**src/rtl/decode_stage_hz.sv**
```systemverilog
// ---------------------------------------------------------------------------
// decode_stage_hz
//
// Instruction-decode stage of the pipelined RISC-V core. It contains:
//   - the architectural register file (NREGS x XLEN) with a same-cycle
//     write-through bypass from writeback,
//   - the control decoder (lw, sw, R-type, I-ALU, beq, jal, lui),
//   - the five-format immediate generator (I, S, B, J, U),
//   - the ID/EX pipeline register with stall (hold), flush (bubble),
//     valid tracking and illegal-instruction flagging.
//
// Parameters:
//   XLEN  : datapath width, 32 or 64
//   NREGS : architectural registers, 32 or 16 (RV32E)
//
// Ports:
//   clk, rst                  clock, asynchronous active-high reset
//   stall_d, flush_e          hazard-unit controls (flush beats stall)
//   valid_d, instr_d          incoming instruction and its valid bit
//   pc_d, pc_plus4_d          incoming PC and PC+4
//   reg_write_w, rd_w,
//   result_w                  writeback port into the register file
//   valid_e, illegal_e        ID/EX status
//   reg_write_e, alu_src_e,
//   mem_write_e, branch_e,
//   jump_e, result_src_e,
//   alu_control_e             ID/EX control fields
//   rd1_e, rd2_e, imm_ext_e,
//   pc_e, pc_plus4_e          ID/EX data fields
//   rd_e, rs1_e, rs2_e        ID/EX register indices
// ---------------------------------------------------------------------------
module decode_stage_hz #(
  parameter int XLEN  = 32,
  parameter int NREGS = 32
) (
  input  logic            clk,
  input  logic            rst,
  input  logic            stall_d,
  input  logic            flush_e,
  input  logic            valid_d,
  input  logic [31:0]     instr_d,
  input  logic [XLEN-1:0] pc_d,
  input  logic [XLEN-1:0] pc_plus4_d,
  input  logic            reg_write_w,
  input  logic [4:0]      rd_w,
  input  logic [XLEN-1:0] result_w,
  output logic            valid_e,
  output logic            reg_write_e,
  output logic            alu_src_e,
  output logic            mem_write_e,
  output logic            branch_e,
  output logic            jump_e,
  output logic [1:0]      result_src_e,
  output logic [2:0]      alu_control_e,
  output logic            illegal_e,
  output logic [XLEN-1:0] rd1_e,
  output logic [XLEN-1:0] rd2_e,
  output logic [XLEN-1:0] imm_ext_e,
  output logic [XLEN-1:0] pc_e,
  output logic [XLEN-1:0] pc_plus4_e,
  output logic [4:0]      rd_e,
  output logic [4:0]      rs1_e,
  output logic [4:0]      rs2_e
);

  localparam int AW = $clog2(NREGS);

  localparam logic [6:0] OP_LW   = 7'b0000011;
  localparam logic [6:0] OP_SW   = 7'b0100011;
  localparam logic [6:0] OP_R    = 7'b0110011;
  localparam logic [6:0] OP_IALU = 7'b0010011;
  localparam logic [6:0] OP_BEQ  = 7'b1100011;
  localparam logic [6:0] OP_JAL  = 7'b1101111;
  localparam logic [6:0] OP_LUI  = 7'b0110111;

  localparam logic [2:0] ALU_ADD = 3'b000;
  localparam logic [2:0] ALU_SUB = 3'b001;
  localparam logic [2:0] ALU_AND = 3'b010;
  localparam logic [2:0] ALU_OR  = 3'b011;
  localparam logic [2:0] ALU_SLT = 3'b101;

  typedef struct packed {
    logic            valid;
    logic            reg_write;
    logic            alu_src;
    logic            mem_write;
    logic            branch;
    logic            jump;
    logic            illegal;
    logic [1:0]      result_src;
    logic [2:0]      alu_control;
    logic [XLEN-1:0] rd1;
    logic [XLEN-1:0] rd2;
    logic [XLEN-1:0] imm_ext;
    logic [XLEN-1:0] pc;
    logic [XLEN-1:0] pc_plus4;
    logic [4:0]      rd;
    logic [4:0]      rs1;
    logic [4:0]      rs2;
  } idex_t;

  // A 6-bit compare keeps NREGS=32 representable.
  function automatic logic in_range(input logic [4:0] idx);
    return ({1'b0, idx} < 6'(NREGS));
  endfunction

  // -------------------------------------------------------------------------
  // Instruction fields
  // -------------------------------------------------------------------------
  logic [6:0] opcode;
  logic [2:0] funct3;
  logic [6:0] funct7;
  logic [4:0] rs1_dec;
  logic [4:0] rs2_dec;

  assign opcode  = instr_d[6:0];
  assign funct3  = instr_d[14:12];
  assign funct7  = instr_d[31:25];
  // lui has no rs1; bits [19:15] are immediate and must not be treated as an
  // index (they would otherwise create false hazards downstream).
  assign rs1_dec = (opcode == OP_LUI) ? 5'd0 : instr_d[19:15];
  assign rs2_dec = instr_d[24:20];

  // -------------------------------------------------------------------------
  // Register file. Reset clears every entry, so it is built from flops.
  // -------------------------------------------------------------------------
  logic [XLEN-1:0] regs [NREGS];
  logic            wr_en;

  assign wr_en = reg_write_w && (rd_w != 5'd0) && in_range(rd_w);

  always_ff @(posedge clk or posedge rst) begin
    if (rst) begin
      for (int i = 0; i < NREGS; i++) begin
        regs[i] <= '0;
      end
    end else if (wr_en) begin
      regs[rd_w[AW-1:0]] <= result_w;
    end
  end

  // Two read ports. A write to the same register in this cycle is forwarded
  // so the ID/EX capture on this edge already sees the new value.
  logic [1:0][4:0]      rs_idx;
  logic [1:0][XLEN-1:0] rs_data;

  assign rs_idx[0] = rs1_dec;
  assign rs_idx[1] = rs2_dec;

  for (genvar gi = 0; gi < 2; gi++) begin : g_read
    logic live;
    logic hit;
    assign live        = (rs_idx[gi] != 5'd0) && in_range(rs_idx[gi]);
    assign hit         = wr_en && (rd_w == rs_idx[gi]);
    assign rs_data[gi] = !live ? '0 :
                         hit   ? result_w : regs[rs_idx[gi][AW-1:0]];
  end

  // -------------------------------------------------------------------------
  // Immediate generator, all formats sign-extended from instr[31]
  // -------------------------------------------------------------------------
  logic [XLEN-1:0] imm_i;
  logic [XLEN-1:0] imm_s;
  logic [XLEN-1:0] imm_b;
  logic [XLEN-1:0] imm_j;
  logic [XLEN-1:0] imm_u;

  assign imm_i = XLEN'($signed(instr_d[31:20]));
  assign imm_s = XLEN'($signed({instr_d[31:25], instr_d[11:7]}));
  assign imm_b = XLEN'($signed({instr_d[31], instr_d[7], instr_d[30:25],
                                instr_d[11:8], 1'b0}));
  assign imm_j = XLEN'($signed({instr_d[31], instr_d[19:12], instr_d[20],
                                instr_d[30:21], 1'b0}));
  assign imm_u = XLEN'($signed({instr_d[31:12], 12'b0}));

  // -------------------------------------------------------------------------
  // ALU function decode shared by R-type and I-ALU
  // -------------------------------------------------------------------------
  logic [2:0] alu_funct;
  logic       funct_bad;

  always_comb begin
    alu_funct = ALU_ADD;
    funct_bad = 1'b0;
    case (funct3)
      3'b000:  alu_funct = (opcode == OP_R && funct7[5]) ? ALU_SUB : ALU_ADD;
      3'b010:  alu_funct = ALU_SLT;
      3'b110:  alu_funct = ALU_OR;
      3'b111:  alu_funct = ALU_AND;
      default: funct_bad = 1'b1;
    endcase
    // Only funct7 = 0100000 (sub) is allowed besides all-zero, and only on add.
    if (opcode == OP_R &&
        !(funct7 == 7'b0000000 || (funct7 == 7'b0100000 && funct3 == 3'b000))) begin
      funct_bad = 1'b1;
    end
  end

  // -------------------------------------------------------------------------
  // Control decoder
  // -------------------------------------------------------------------------
  idex_t dec;
  idex_t idex_next;
  idex_t idex_reg;
  logic  use_rs1;
  logic  use_rs2;
  logic  use_rd;
  logic  bad;

  always_comb begin
    dec          = '0;
    use_rs1      = 1'b0;
    use_rs2      = 1'b0;
    use_rd       = 1'b0;
    bad          = 1'b0;
    dec.valid    = 1'b1;
    dec.rd       = instr_d[11:7];
    dec.rs1      = rs1_dec;
    dec.rs2      = rs2_dec;
    dec.rd1      = rs_data[0];
    dec.rd2      = rs_data[1];
    dec.pc       = pc_d;
    dec.pc_plus4 = pc_plus4_d;

    case (opcode)
      OP_LW: begin
        dec.reg_write  = 1'b1;
        dec.alu_src    = 1'b1;
        dec.result_src = 2'b01;
        dec.imm_ext    = imm_i;
        use_rs1        = 1'b1;
        use_rd         = 1'b1;
      end
      OP_SW: begin
        dec.alu_src    = 1'b1;
        dec.mem_write  = 1'b1;
        dec.imm_ext    = imm_s;
        use_rs1        = 1'b1;
        use_rs2        = 1'b1;
      end
      OP_R: begin
        dec.reg_write   = 1'b1;
        dec.alu_control = alu_funct;
        bad             = funct_bad;
        use_rs1         = 1'b1;
        use_rs2         = 1'b1;
        use_rd          = 1'b1;
      end
      OP_IALU: begin
        dec.reg_write   = 1'b1;
        dec.alu_src     = 1'b1;
        dec.alu_control = alu_funct;
        dec.imm_ext     = imm_i;
        bad             = funct_bad;
        use_rs1         = 1'b1;
        use_rd          = 1'b1;
      end
      OP_BEQ: begin
        dec.branch      = 1'b1;
        dec.alu_control = ALU_SUB;
        dec.imm_ext     = imm_b;
        bad             = (funct3 != 3'b000);
        use_rs1         = 1'b1;
        use_rs2         = 1'b1;
      end
      OP_JAL: begin
        dec.reg_write  = 1'b1;
        dec.jump       = 1'b1;
        dec.result_src = 2'b10;
        dec.imm_ext    = imm_j;
        use_rd         = 1'b1;
      end
      OP_LUI: begin
        dec.reg_write = 1'b1;
        dec.alu_src   = 1'b1;
        dec.imm_ext   = imm_u;
        use_rd        = 1'b1;
      end
      default: bad = 1'b1;
    endcase

    // Only fields the instruction actually uses can make it illegal; an
    // immediate that happens to sit in the rs2 slot is not an index.
    dec.illegal = bad ||
                  (use_rs1 && !in_range(dec.rs1)) ||
                  (use_rs2 && !in_range(dec.rs2)) ||
                  (use_rd  && !in_range(dec.rd));

    // An illegal instruction still travels down the pipe (for the trap) but
    // must not change architectural or control-flow state.
    if (dec.illegal) begin
      dec.reg_write = 1'b0;
      dec.mem_write = 1'b0;
      dec.branch    = 1'b0;
      dec.jump      = 1'b0;
    end
  end

  // A non-valid slot is loaded as a bubble, exactly like a flush.
  assign idex_next = valid_d ? dec : '0;

  // -------------------------------------------------------------------------
  // ID/EX register: rst > flush_e > stall_d > load
  // -------------------------------------------------------------------------
  always_ff @(posedge clk or posedge rst) begin
    if (rst) begin
      idex_reg <= '0;
    end else if (flush_e) begin
      idex_reg <= '0;
    end else if (!stall_d) begin
      idex_reg <= idex_next;
    end
  end

  assign valid_e       = idex_reg.valid;
  assign reg_write_e   = idex_reg.reg_write;
  assign alu_src_e     = idex_reg.alu_src;
  assign mem_write_e   = idex_reg.mem_write;
  assign branch_e      = idex_reg.branch;
  assign jump_e        = idex_reg.jump;
  assign result_src_e  = idex_reg.result_src;
  assign alu_control_e = idex_reg.alu_control;
  assign illegal_e     = idex_reg.illegal;
  assign rd1_e         = idex_reg.rd1;
  assign rd2_e         = idex_reg.rd2;
  assign imm_ext_e     = idex_reg.imm_ext;
  assign pc_e          = idex_reg.pc;
  assign pc_plus4_e    = idex_reg.pc_plus4;
  assign rd_e          = idex_reg.rd;
  assign rs1_e         = idex_reg.rs1;
  assign rs2_e         = idex_reg.rs2;

endmodule

```
**config.mk**
```make
export PLATFORM = sky130hd
export DESIGN_NAME = decode_stage_hz
export DESIGN_NICKNAME = d
export VERILOG_FILES = /design/src/rtl/decode_stage_hz.sv
export SDC_FILE = /design/constraint.sdc
export NUM_CORES = 2
export LEC_CHECK = 0
export BUFFER_PORTS_ARGS = -buffer_cell sky130_fd_sc_hd__buf_4
export CORE_MARGIN = 2
export CORE_UTILIZATION = 40
export CTS_CLUSTER_DIAMETER = 30
export DETAILED_ROUTE_END_ITERATION = 7
export GPL_ROUTABILITY_DRIVEN = 0
export PLACE_DENSITY = 0.54
export SLEW_MARGIN = 10
export SYNTH_ARGS = -nofsm -noshare
export SYNTH_HDL_FRONTEND = slang
export SYNTH_SLANG_ARGS = --single-unit
```
**constraint.sdc**
```tcl
create_clock -name clk -period 103.9 [get_ports clk]
set_clock_uncertainty 0.15 [all_clocks]
set_input_delay 0 -clock clk [delete_from_list [all_inputs] [get_ports clk]]
set_output_delay 0 -clock clk [all_outputs]
set_load 0.02 [all_outputs]
```
==> qor.yml <==
status: "finished with violations"
violations: "design-rule violations"
drc: 1
cts_setup_buffers: 0
syn_area_per_cell_sq_um: 13.3
cpMostUsedCell: "buf_4"
start_util_pct: 40.3
cpPeakStageDelay_ns: 0.58
netlist_instances: 4672
synth_cell_types: 84
maxSlewViolCount: 0
powerDensity_mw_per_mm2: 23.9
synth_edf_count: 0
grt.total_usage_pct: 34.8
relSlewSlack_pct: 12.0
rsz0062_at_grt: "false"
yosysSeqAreaShare_pct: 48.8
timing.rr.start: "regs[118]"
via_per_inst: 6.57
clk_latency_ns: 0.92
synth.largest_area_cell: "dfrtp_1"
ys.flop_type: "dfrtp_1"
ys_seq_elements: 1211
yosys_warnings: 0
fmax_mhz: 217
htreeDepth: 5
hp-class: "input port to register"
dr.pass1.iters: 8
wl_microns: 277000
drt-initial-drc-count: 6246
num_rows: 144
port-buffer-count: 325
crit_family: "buffers and inverters"
yosys-top-cells-count: "dfrtp_1, mux2_2, mux4_2"
vdd_drop_max_mv: 0.0179
min_period_over_period_pct: 4.44
worstPathCellList: "dlygate4sd3_1 -> buf_4 -> buf_4 -> buf_4 -> nor4_2 -> a22oi_2 -> buf_4 -> nand2_1 -> nor2_4 -> buf_4 -> a22oi_1 -> o21ai_1 -> dlygate4sd3_1"
hold_viol_final: 0
final_nets: 5415
ant_nets: 0
clk_pin_slew_ns: 0.05
final.setup.tns_ns: 0
cts_root_buf: "clkbuf_16"
cp.arrival_ns: 5.33
area_delta_synth_final_pct: 30.7
cp-end-kind: "register"
syn_nets: 4811
core_sq_mm: 0.154
pin_count: 326
grt_start_max_net_pins: 154
drive_gt1_share_pct: 44.2
p_leak_nw: 36.1
overflow: 0
fillers: 13000
vias: 49800
synth.most_common_cell: "dfrtp_1"
clkSinkCount: 1211
dp_hpwl_microns: 155000
synthArstFlopShare_pct: 100
hold_path.startpoint: "result_w[4]"
die_h_microns: 398
crit_slowest_cell: "buf_4"
wl_per_cell_microns: 36.6
power_mw: 1.94
required_ns: 104.61
worst-path-buf-inv: 7
crit_start: "instr_d[17]"
antenna_found_initial: 16
grt_pass1_wl_microns: 391000
netlist_top_cells_area: "dfrtp_1, mux2_2, mux4_2"
die_w_microns: 398
setup_viol: 0
worst_slew_pin_slew_ns: 1.31
cts_buffers: 333
crit_fanout: 31
path_class: "input port to register"
start_kind: "input port"
die-area_sq_mm: 0.158
grt_pass1_vias: 50300
cap_viol_max_count: 0
fin_crit_ns: 4.61
netlist_area_sq_mm: 0.0621
cts_tree: "built"
cts_buffer_depth: 4
synth_top_area_share_pct: 48.8
==> metrics by stage <==
step / cell area [sq um] / util (%) / hold slack [ns] / instances / setup WS [ns]
6_report: 81100 / 52.6 / 0.0182 / 7573 / 99.29
3_3_place_gp: 66400 / 43.1 / 0.0747 / 6678 / 99.49
5_1_grt: 81100 / 52.6 / 0.0349 / 7567 / 98.72
3_5_place_dp: 66400 / 43.1 / 0.0727 / 6678 / 99.50
2_1_floorplan: 62100 / - / -0.0546 / 4672 / 69.63
4_1_cts: 81100 / 52.6 / 0.000626 / 7566 / 99.21
==> metal layers <==
| layer | vias up | part of all wire, % | track usage, % |
|---|---|---|---|
| li1 | 19300 | - | - |
| met1 | 26300 | 40 | 46.5 |
| met2 | 3339 | 44 | 51.3 |
| met3 | 767 | 11 | 10.4 |
| met4 | 10 | 5.3 | 17.2 |
| met5 | - | 0.023 | 0 |
==> layout by cell type, fill, tap and decap left out, types with 60 or more instances in the layout <==
master,n
mux2_2,1041
o22ai_1,124
a21oi_1,104
dlygate4sd3_1,307
mux4_2,290
nor3_1,65
o21ai_0,106
nor2_1,101
a221o_1,69
clkbuf_8,60
clkbuf_16,336
buf_4,465
a22o_1,85
clkinv_2,60
mux2i_1,246
dfrtp_1,1211
nand2_1,127
==> cell families after synthesis <==
family          synth area share (%)
compound gates                  10.0
xor+xnor                       0.141
buf+inv                         3.71
flops                           48.8
mux                             33.5
simple gates                    3.83
==> tightest hold or removal path: cells and delay by family <==
| kind | cells | cell delay, ns |
|---|---|---|
| compound gates | 2 | 0.17 |
| buf+inv | 2 | 0.86 |
==> where the power goes <==
group          internal [mW]  leakage (nW)  switching (mW)
Sequential             0.552          15.7          0.0633
Clock                  0.757          5.68           0.307
Combinational          0.138          14.7           0.119
Total                   1.45          36.1           0.489
==> registers in the layout (all words and copies together) (netlist names) <==
signal and cells:
regs 1024, result_src_e 2, valid_e 1, branch_e 1
rs2_e 5, jump_e 1, illegal_e 1, imm_ext_e 32
mem_write_e 1, rd1_e 32, rs1_e 5, rd2_e 32
pc_e 32, rd_e 5, alu_control_e 3, reg_write_e 1
pc_plus4_e 32, alu_src_e 1
==> path summary, 6_finish.rpt <==
path,endpoint,slack [ns],cells past startpoint
setup / recovery,rd1_e[0],99.29,13
hold / removal,rd1_e[4],0.02,4
setup reg to reg,rd1_e[22],101.56,7
hold reg to reg,regs[1004],0.22,0
max in group asynchronous,regs[133],99.38,8
min in group asynchronous,regs[506],0.32,4
==> final cells by class <==
class,instances,area (sq um),area share (%)
Antenna cell,7,17.5,0.0216
Inverter,16,68.8,0.0849
Clock buffer,436,9380,11.6
Multi-Input combinational cell,2934,29900,36.8
Timing Repair Buffer,780,6700,8.26
Sequential cell,1211,30300,37.4
Tap cell,2044,2560,3.15
Clock inverter,145,2190,2.70
==> repair_timing <==
action                     in CTS  in global routing
gates resized for setup         0                  0
hold endpoints to repair     1393                  0
hold buffers                  307                  0
setup endpoints to repair       0                  0
Power figures use the tool's default switching activity.
